--- config.mk ---
export PLATFORM = sky130hd
export DESIGN_NAME = mdu
export DESIGN_NICKNAME = d
export VERILOG_FILES = /design/src/rtl/mdu_pkg.sv /design/src/rtl/div_radix2.sv /design/src/rtl/mdu.sv
export SDC_FILE = /design/constraint.sdc
export NUM_CORES = 2
export LEC_CHECK = 0
export BUFFER_PORTS_ARGS = -buffer_cell sky130_fd_sc_hd__buf_2
export CORE_ASPECT_RATIO = 2
export CORE_UTILIZATION = 46
export DETAILED_ROUTE_END_ITERATION = 6
export GPL_ROUTABILITY_DRIVEN = 0
export SLEW_MARGIN = 20
export SYNTH_ARGS = -nofsm -noshare
export SYNTH_HDL_FRONTEND = slang
export SYNTH_SLANG_ARGS = --single-unit
export TNS_END_PERCENT = 1
--- constraint.sdc ---
create_clock -name clk -period 8.5 [get_ports clk]
set_clock_uncertainty 0.15 [all_clocks]
set_input_delay 1.7 -clock clk [delete_from_list [all_inputs] [get_ports clk]]
set_output_delay 1.7 -clock clk [all_outputs]
set_load 0.03 [all_outputs]
--- src/rtl/mdu_pkg.sv ---
// Shared ALU opcode constants and mul/div decode helpers.
// Imported by the execute-stage multiply/divide unit and its divider.
package mdu_pkg;

  localparam int XLEN      = 32;
  localparam int DIV_STEPS = 32;

  localparam logic [4:0] ALU_ADD           = 5'd0;
  localparam logic [4:0] ALU_SUB           = 5'd1;
  localparam logic [4:0] ALU_AND           = 5'd2;
  localparam logic [4:0] ALU_OR            = 5'd3;
  localparam logic [4:0] ALU_XOR           = 5'd4;
  localparam logic [4:0] ALU_SLT           = 5'd5;
  localparam logic [4:0] ALU_SIGNED_MULT   = 5'd16;
  localparam logic [4:0] ALU_UNSIGNED_MULT = 5'd17;
  localparam logic [4:0] ALU_SIGNED_DIV    = 5'd18;
  localparam logic [4:0] ALU_UNSIGNED_DIV  = 5'd19;

  typedef struct packed {
    logic is_mul;
    logic is_div;
    logic is_signed;
  } md_op_t;

  function automatic md_op_t decode_op(
    input logic [4:0] code
  );
    md_op_t op;
    op = '0;
    unique case (1'b1)
      (code == ALU_SIGNED_MULT): begin
        op.is_mul    = 1'b1;
        op.is_signed = 1'b1;
      end
      (code == ALU_UNSIGNED_MULT): begin
        op.is_mul = 1'b1;
      end
      (code == ALU_SIGNED_DIV): begin
        op.is_div    = 1'b1;
        op.is_signed = 1'b1;
      end
      (code == ALU_UNSIGNED_DIV): begin
        op.is_div = 1'b1;
      end
      default: op = '0;
    endcase
    return op;
  endfunction

  function automatic logic [XLEN-1:0] mag32(
    input logic [XLEN-1:0] x,
    input logic            sgn
  );
    return (sgn && x[XLEN-1]) ? (~x + 32'd1) : x;
  endfunction

endpackage

--- src/rtl/div_radix2.sv ---
// Radix-2 restoring divider on unsigned magnitudes, one bit per cycle.
// quot_o/rem_o carry the step result; they are final while done_o is high.
module div_radix2
  import mdu_pkg::*;
(
  input  logic            clk,
  input  logic            resetn,
  input  logic            start_i,
  input  logic            abort_i,
  input  logic [XLEN-1:0] dividend_i,
  input  logic [XLEN-1:0] divisor_i,
  output logic            done_o,
  output logic [XLEN-1:0] quot_o,
  output logic [XLEN-1:0] rem_o
);

  localparam logic [4:0] LAST = 5'(DIV_STEPS - 1);

  logic [4:0]      cnt_q, cnt_d;
  logic            act_q, act_d;
  logic [XLEN-1:0] rem_q, rem_d;
  logic [XLEN-1:0] quot_q, quot_d;
  logic [XLEN-1:0] dvs_q, dvs_d;

  logic [XLEN:0]   shifted;
  logic [XLEN:0]   diff;
  logic            fits;
  logic [XLEN-1:0] rem_step;
  logic [XLEN-1:0] quot_step;

  always_comb begin
    shifted   = {rem_q, quot_q[XLEN-1]};
    diff      = shifted - {1'b0, dvs_q};
    fits      = ~diff[XLEN];
    rem_step  = fits ? diff[XLEN-1:0] : shifted[XLEN-1:0];
    quot_step = {quot_q[XLEN-2:0], fits};
    done_o    = act_q && (cnt_q == LAST);
    quot_o    = quot_step;
    rem_o     = rem_step;
  end

  always_comb begin
    cnt_d  = cnt_q;
    act_d  = act_q;
    rem_d  = rem_q;
    quot_d = quot_q;
    dvs_d  = dvs_q;
    if (abort_i) begin
      act_d = 1'b0;
      cnt_d = '0;
    end else if (start_i) begin
      act_d  = 1'b1;
      cnt_d  = '0;
      rem_d  = '0;
      quot_d = dividend_i;
      dvs_d  = divisor_i;
    end else if (act_q) begin
      rem_d  = rem_step;
      quot_d = quot_step;
      cnt_d  = cnt_q + 5'd1;
      if (done_o) begin
        act_d = 1'b0;
      end
    end
  end

  always_ff @(posedge clk or negedge resetn) begin
    if (!resetn) begin
      cnt_q  <= '0;
      act_q  <= 1'b0;
      rem_q  <= '0;
      quot_q <= '0;
      dvs_q  <= '0;
    end else begin
      cnt_q  <= cnt_d;
      act_q  <= act_d;
      rem_q  <= rem_d;
      quot_q <= quot_d;
      dvs_q  <= dvs_d;
    end
  end

endmodule

--- src/rtl/mdu.sv ---
// Execute-stage multiply/divide unit: one-cycle multiply, 32-cycle divide.
// Owns the control FSM, operand latches, multiplier and sign correction.
module mdu
  import mdu_pkg::*;
(
  input  logic            clk,
  input  logic            resetn,
  input  logic [4:0]      alu_controlE,
  input  logic            validE,
  input  logic            flushE,
  input  logic [XLEN-1:0] src_aE,
  input  logic [XLEN-1:0] src_bE,
  output logic            busy,
  output logic            result_valid,
  output logic [XLEN-1:0] hi_out,
  output logic [XLEN-1:0] lo_out
);

  typedef enum logic [1:0] {
    S_IDLE,
    S_MUL,
    S_DIV,
    S_DONE
  } state_e;

  state_e          state_q, state_d;
  logic [XLEN-1:0] a_q, a_d;
  logic [XLEN-1:0] b_q, b_d;
  logic            sgn_q, sgn_d;
  logic [XLEN-1:0] hi_q, hi_d;
  logic [XLEN-1:0] lo_q, lo_d;

  md_op_t          op;
  logic            start;
  logic [63:0]     ext_a;
  logic [63:0]     ext_b;
  logic [63:0]     prod;
  logic            q_neg;
  logic            r_neg;

  logic            div_start;
  logic            div_abort;
  logic            div_done;
  logic [XLEN-1:0] div_quot;
  logic [XLEN-1:0] div_rem;

  always_comb begin
    op        = decode_op(alu_controlE);
    start     = validE & ~flushE & (op.is_mul | op.is_div)
              & (state_q == S_IDLE);
    div_start = start & op.is_div;
    ext_a     = {{32{sgn_q & a_q[XLEN-1]}}, a_q};
    ext_b     = {{32{sgn_q & b_q[XLEN-1]}}, b_q};
    prod      = ext_a * ext_b;
    q_neg     = sgn_q & (a_q[XLEN-1] ^ b_q[XLEN-1]);
    r_neg     = sgn_q & a_q[XLEN-1];
  end

  div_radix2 u_div (
    .clk        (clk),
    .resetn     (resetn),
    .start_i    (div_start),
    .abort_i    (div_abort),
    .dividend_i (mag32(src_aE, op.is_signed)),
    .divisor_i  (mag32(src_bE, op.is_signed)),
    .done_o     (div_done),
    .quot_o     (div_quot),
    .rem_o      (div_rem)
  );

  always_comb begin
    state_d      = state_q;
    a_d          = a_q;
    b_d          = b_q;
    sgn_d        = sgn_q;
    hi_d         = hi_q;
    lo_d         = lo_q;
    busy         = 1'b0;
    result_valid = 1'b0;
    div_abort    = 1'b0;
    unique case (state_q)
      S_IDLE: begin
        busy = start;
        if (start) begin
          state_d = op.is_mul ? S_MUL : S_DIV;
          a_d     = src_aE;
          b_d     = src_bE;
          sgn_d   = op.is_signed;
        end
      end
      S_MUL: begin
        busy = 1'b1;
        if (flushE) begin
          state_d = S_IDLE;
        end else begin
          state_d      = S_DONE;
          {hi_d, lo_d} = prod;
        end
      end
      S_DIV: begin
        busy = 1'b1;
        if (flushE) begin
          state_d   = S_IDLE;
          div_abort = 1'b1;
        end else if (div_done) begin
          state_d = S_DONE;
          // x/0 returns all-ones quotient and the raw dividend
          if (b_q == '0) begin
            lo_d = '1;
            hi_d = a_q;
          end else begin
            lo_d = q_neg ? -div_quot : div_quot;
            hi_d = r_neg ? -div_rem : div_rem;
          end
        end
      end
      S_DONE: begin
        result_valid = 1'b1;
        state_d      = S_IDLE;
      end
      default: state_d = S_IDLE;
    endcase
  end

  always_ff @(posedge clk or negedge resetn) begin
    if (!resetn) begin
      state_q <= S_IDLE;
      a_q     <= '0;
      b_q     <= '0;
      sgn_q   <= 1'b0;
      hi_q    <= '0;
      lo_q    <= '0;
    end else begin
      state_q <= state_d;
      a_q     <= a_d;
      b_q     <= b_d;
      sgn_q   <= sgn_d;
      hi_q    <= hi_d;
      lo_q    <= lo_d;
    end
  end

  assign hi_out = hi_q;
  assign lo_out = lo_q;

endmodule

==> results.sh <==
export IMPL_fmax_mhz=119.9
export IMPL_vias=41550
export IMPL_max_cap_viol_count=0
export IMPL_viasPerCell=5.548
export IMPL_synth_distinct_cells=85
export IMPL_synthTopCellsByArea="fa_1 (43%), dfrtp_1 (11%), inv_1 (8.3%)"
export IMPL_finalHoldViolCount=0
export IMPL_avgSynthCellArea_um2=8.966
export IMPL_grt_pass1_wl_mm=260.5
export IMPL_cp_required_ns=8.78
export IMPL_grt_use_total_pct=29.27
export IMPL_insertion_delay_ns=0.59
export IMPL_crit_family="adder cells"
export IMPL_grt_overflow=0
export IMPL_core_region_area_mm2=0.1139
export IMPL_r2r_start="a_q[22]"
export IMPL_syn_cell_area_mm2=0.05290
export IMPL_syn_instance_count=5900
export IMPL_cp_max_fo=10
export IMPL_synth_ff_type="dfrtp_1"
export IMPL_crit_type="reg2reg"
export IMPL_pin_count=139
export IMPL_hold_path_end="lo_out[17]"
export IMPL_worst_pin_slew_ns=1.285
export IMPL_path_depth=30
export IMPL_cts_sinks=233
export IMPL_drive_gt1_share_pct=10.26
export IMPL_layout_commonest_cell="inv_1"
export IMPL_fin_nets=7423
export IMPL_max_stage_delay_ns=0.56
export IMPL_die_w_um=241.8
export IMPL_post_route_period_util_pct=98.13
export IMPL_reg2reg_slack_ns=0.16
export IMPL_status="finished clean"
export IMPL_critPathBufInv=9
export IMPL_root_buffer="clkbuf_16"
export IMPL_yosysWarnings=0
export IMPL_post_route_min_period_ns=8.341
export IMPL_slew_violations=0
export IMPL_crit_path_end_kind="flip-flop"
export IMPL_most_common_layout_cells="inv_1 (1161), fa_1 (1120), nand2_1 (910)"
export IMPL_grt_pass1_vias=45819
export IMPL_initial_utilization_pct=46.46
export IMPL_design_area_mm2=0.05772
export IMPL_dp_hpwl_mm=138.4
export IMPL_synth_top_area_share_pct=42.61
export IMPL_cts_buffers=23
export IMPL_post_drt_wl_per_cell_um=22.22
export IMPL_cts_htree_levels=1
export IMPL_syn2layout_area_growth_pct=9.119
export IMPL_antenna_left=0
export IMPL_setup_viol=0
export IMPL_whs_path_depth=2
export IMPL_r2r_end="hi_out[10]"
export IMPL_crit_path_top_delay_cell="fa_1"
export IMPL_clockBufferDepth=3
export IMPL_yosysSeqAreaShare_pct=11.02
export IMPL_hold_path_class="reg2reg"
export IMPL_place_area_mm2=0.05653
export IMPL_drtPass1Iterations=5
export IMPL_synth_top_area_cell="fa_1"
export IMPL_antenna_found_initial=4
export IMPL_port_buffers=138
export IMPL_ys_seq_elements=233
export IMPL_hold_start="lo_out[17]"
export IMPL_drc=0
export IMPL_grt_max_degree=141
export IMPL_synth_edf_count=0
export IMPL_startpoint_type="flip-flop"
export IMPL_dp_cells=7434
export IMPL_dr_first_iter_drc_count=2599
export IMPL_path_common_cell="fa_1"
export IMPL_die_area_mm2=0.1164
export IMPL_holdBufCountCts=0
export IMPL_path_clk_slew_ns=0.08
export IMPL_cp_arrival_ns=8.62
export IMPL_syn_nets=7355
export IMPL_max_slew_margin_rel_pct=13.55
export IMPL_drt_wl_total_mm=166.4
export IMPL_final_cells=7489
export IMPL_ff2ff_path_depth=30
export IMPL_die_h_um=481.6
export IMPL_async_reset_ff_share_pct=100.0
export IMPL_whs_ns=0.3244
export IMPL_cts_tree="yes"
export IMPL_row_count=175
export IMPL_rsz0062_at_grt="true"
## per-layer routing
layer	routed length, um	share of wire (%)	vias to the layer above	GRT usage (%)
met2	90120	54	1358	55.98
met5	0	0	-	0
met4	9885	5.9	0	14.26
met3	8117	4.9	456	2.515
li1	-	-	18147	-
met1	58260	35	21589	32.24
## worst register-to-register path, delay by kind of cell, from the launching register on
family | cells | cell delay (ns)
AOI/OAI and AO/OA | 7 | 0.99
xor gates and xnor gates | 1 | 0.32
adders and majority gates | 9 | 4.50
buffers and inverters | 9 | 1.06
DFF | 1 | 0.50
and+or+nand+nor | 4 | 0.67
## metrics by stage
stage                     setup WS, ns  util [%]  setup TNS (ns)
after global routing          -0.05666     50.69         -0.1995
after floorplan                0.07042         -               0
after global placement        -0.08383     49.65         -0.1473
after CTS                      0.01476     50.42               0
final                           0.1586     50.69               0
after detailed placement       -0.1028     49.65         -0.3649
## cell usage after synthesis (5+ instances only)
cell      number
nor4_1        28
a31oi_1       25
o211ai_1      17
or3_1         15
a22o_1         9
nand2b_1      16
nand4_1       19
a41oi_1        5
o41ai_1       15
or4_1         16
clkbuf_1     345
a21oi_1      162
nor3_1        42
o21a_1        21
o22ai_1       31
and3_1        34
o221ai_1       9
buf_2         10
or2_2         15
and2_1       357
o31ai_1       28
a211oi_1      28
nand2_1      913
a31o_2         6
nor4b_1        7
a22oi_1       30
nor2_1       169
ha_1         256
dfrtp_1      233
nand3_1       42
xnor2_1      113
o21ai_0      230
and4_1         5
xor2_1        92
fa_1        1126
a211o_1       10
mux2i_1       30
inv_1       1167
buf_1          5
o21bai_1      14
nor2b_1       15
nand3b_1       7
mux2_2        67
a21o_1        46
## worst max path at each step
| stage | start | to |
|---|---|---|
| floorplan | a_q[31] | hi_out[29] |
| global placement | a_q[20] | hi_out[16] |
| detailed placement | b_q[0] | hi_out[30] |
| CTS | b_q[9] | hi_out[28] |
| global route | a_q[17] | hi_out[28] |
| finish | a_q[22] | hi_out[10] |
## area by class of cell
class	count	area, um2
Antenna cell	1	2.502
Clock buffer	26	606.8
Tap cell	1504	1882
Fill cell	10967	56140
Multi-Input combinational cell	4137	41500
Inverter	1169	4399
Sequential cell	233	5856
Timing Repair Buffer	404	3276
Clock inverter	15	197.7
## sequential cells by signal (all words and copies together) (netlist names)
signal,count
state_q,2
u_div.rem_q,32
u_div.cnt_q,5
u_div.quot_q,32
b_q,32
lo_out,32
u_div.act_q,1
a_q,32
sgn_q,1
u_div.dvs_q,32
hi_out,32
## timing repair
action | in CTS | in global routing
pin swaps | 3 | 6
setup buffers | 6 | 7
setup endpoints to repair | 11 | 19
cloned | 0 | 2
resized for setup | 16 | 65
## logic make-up (layout without fill, tap and decap cells)
kind of cell | Yosys count | in the layout | synth area share [%]
mux | 98 | 98 | 2.020
xor+xnor | 205 | 205 | 3.394
fa+ha+maj | 1382 | 1382 | 48.67
compound gates | 740 | 740 | 8.846
other cells | 0 | 1 | 0
flops | 233 | 233 | 11.02
buf+inv | 1530 | 1614 | 10.89
simple gates | 1712 | 1712 | 15.15
Power is left out: the tool's default activity adds up to more than one toggle a clock period on the data nets, which glitch-free logic cannot reach.
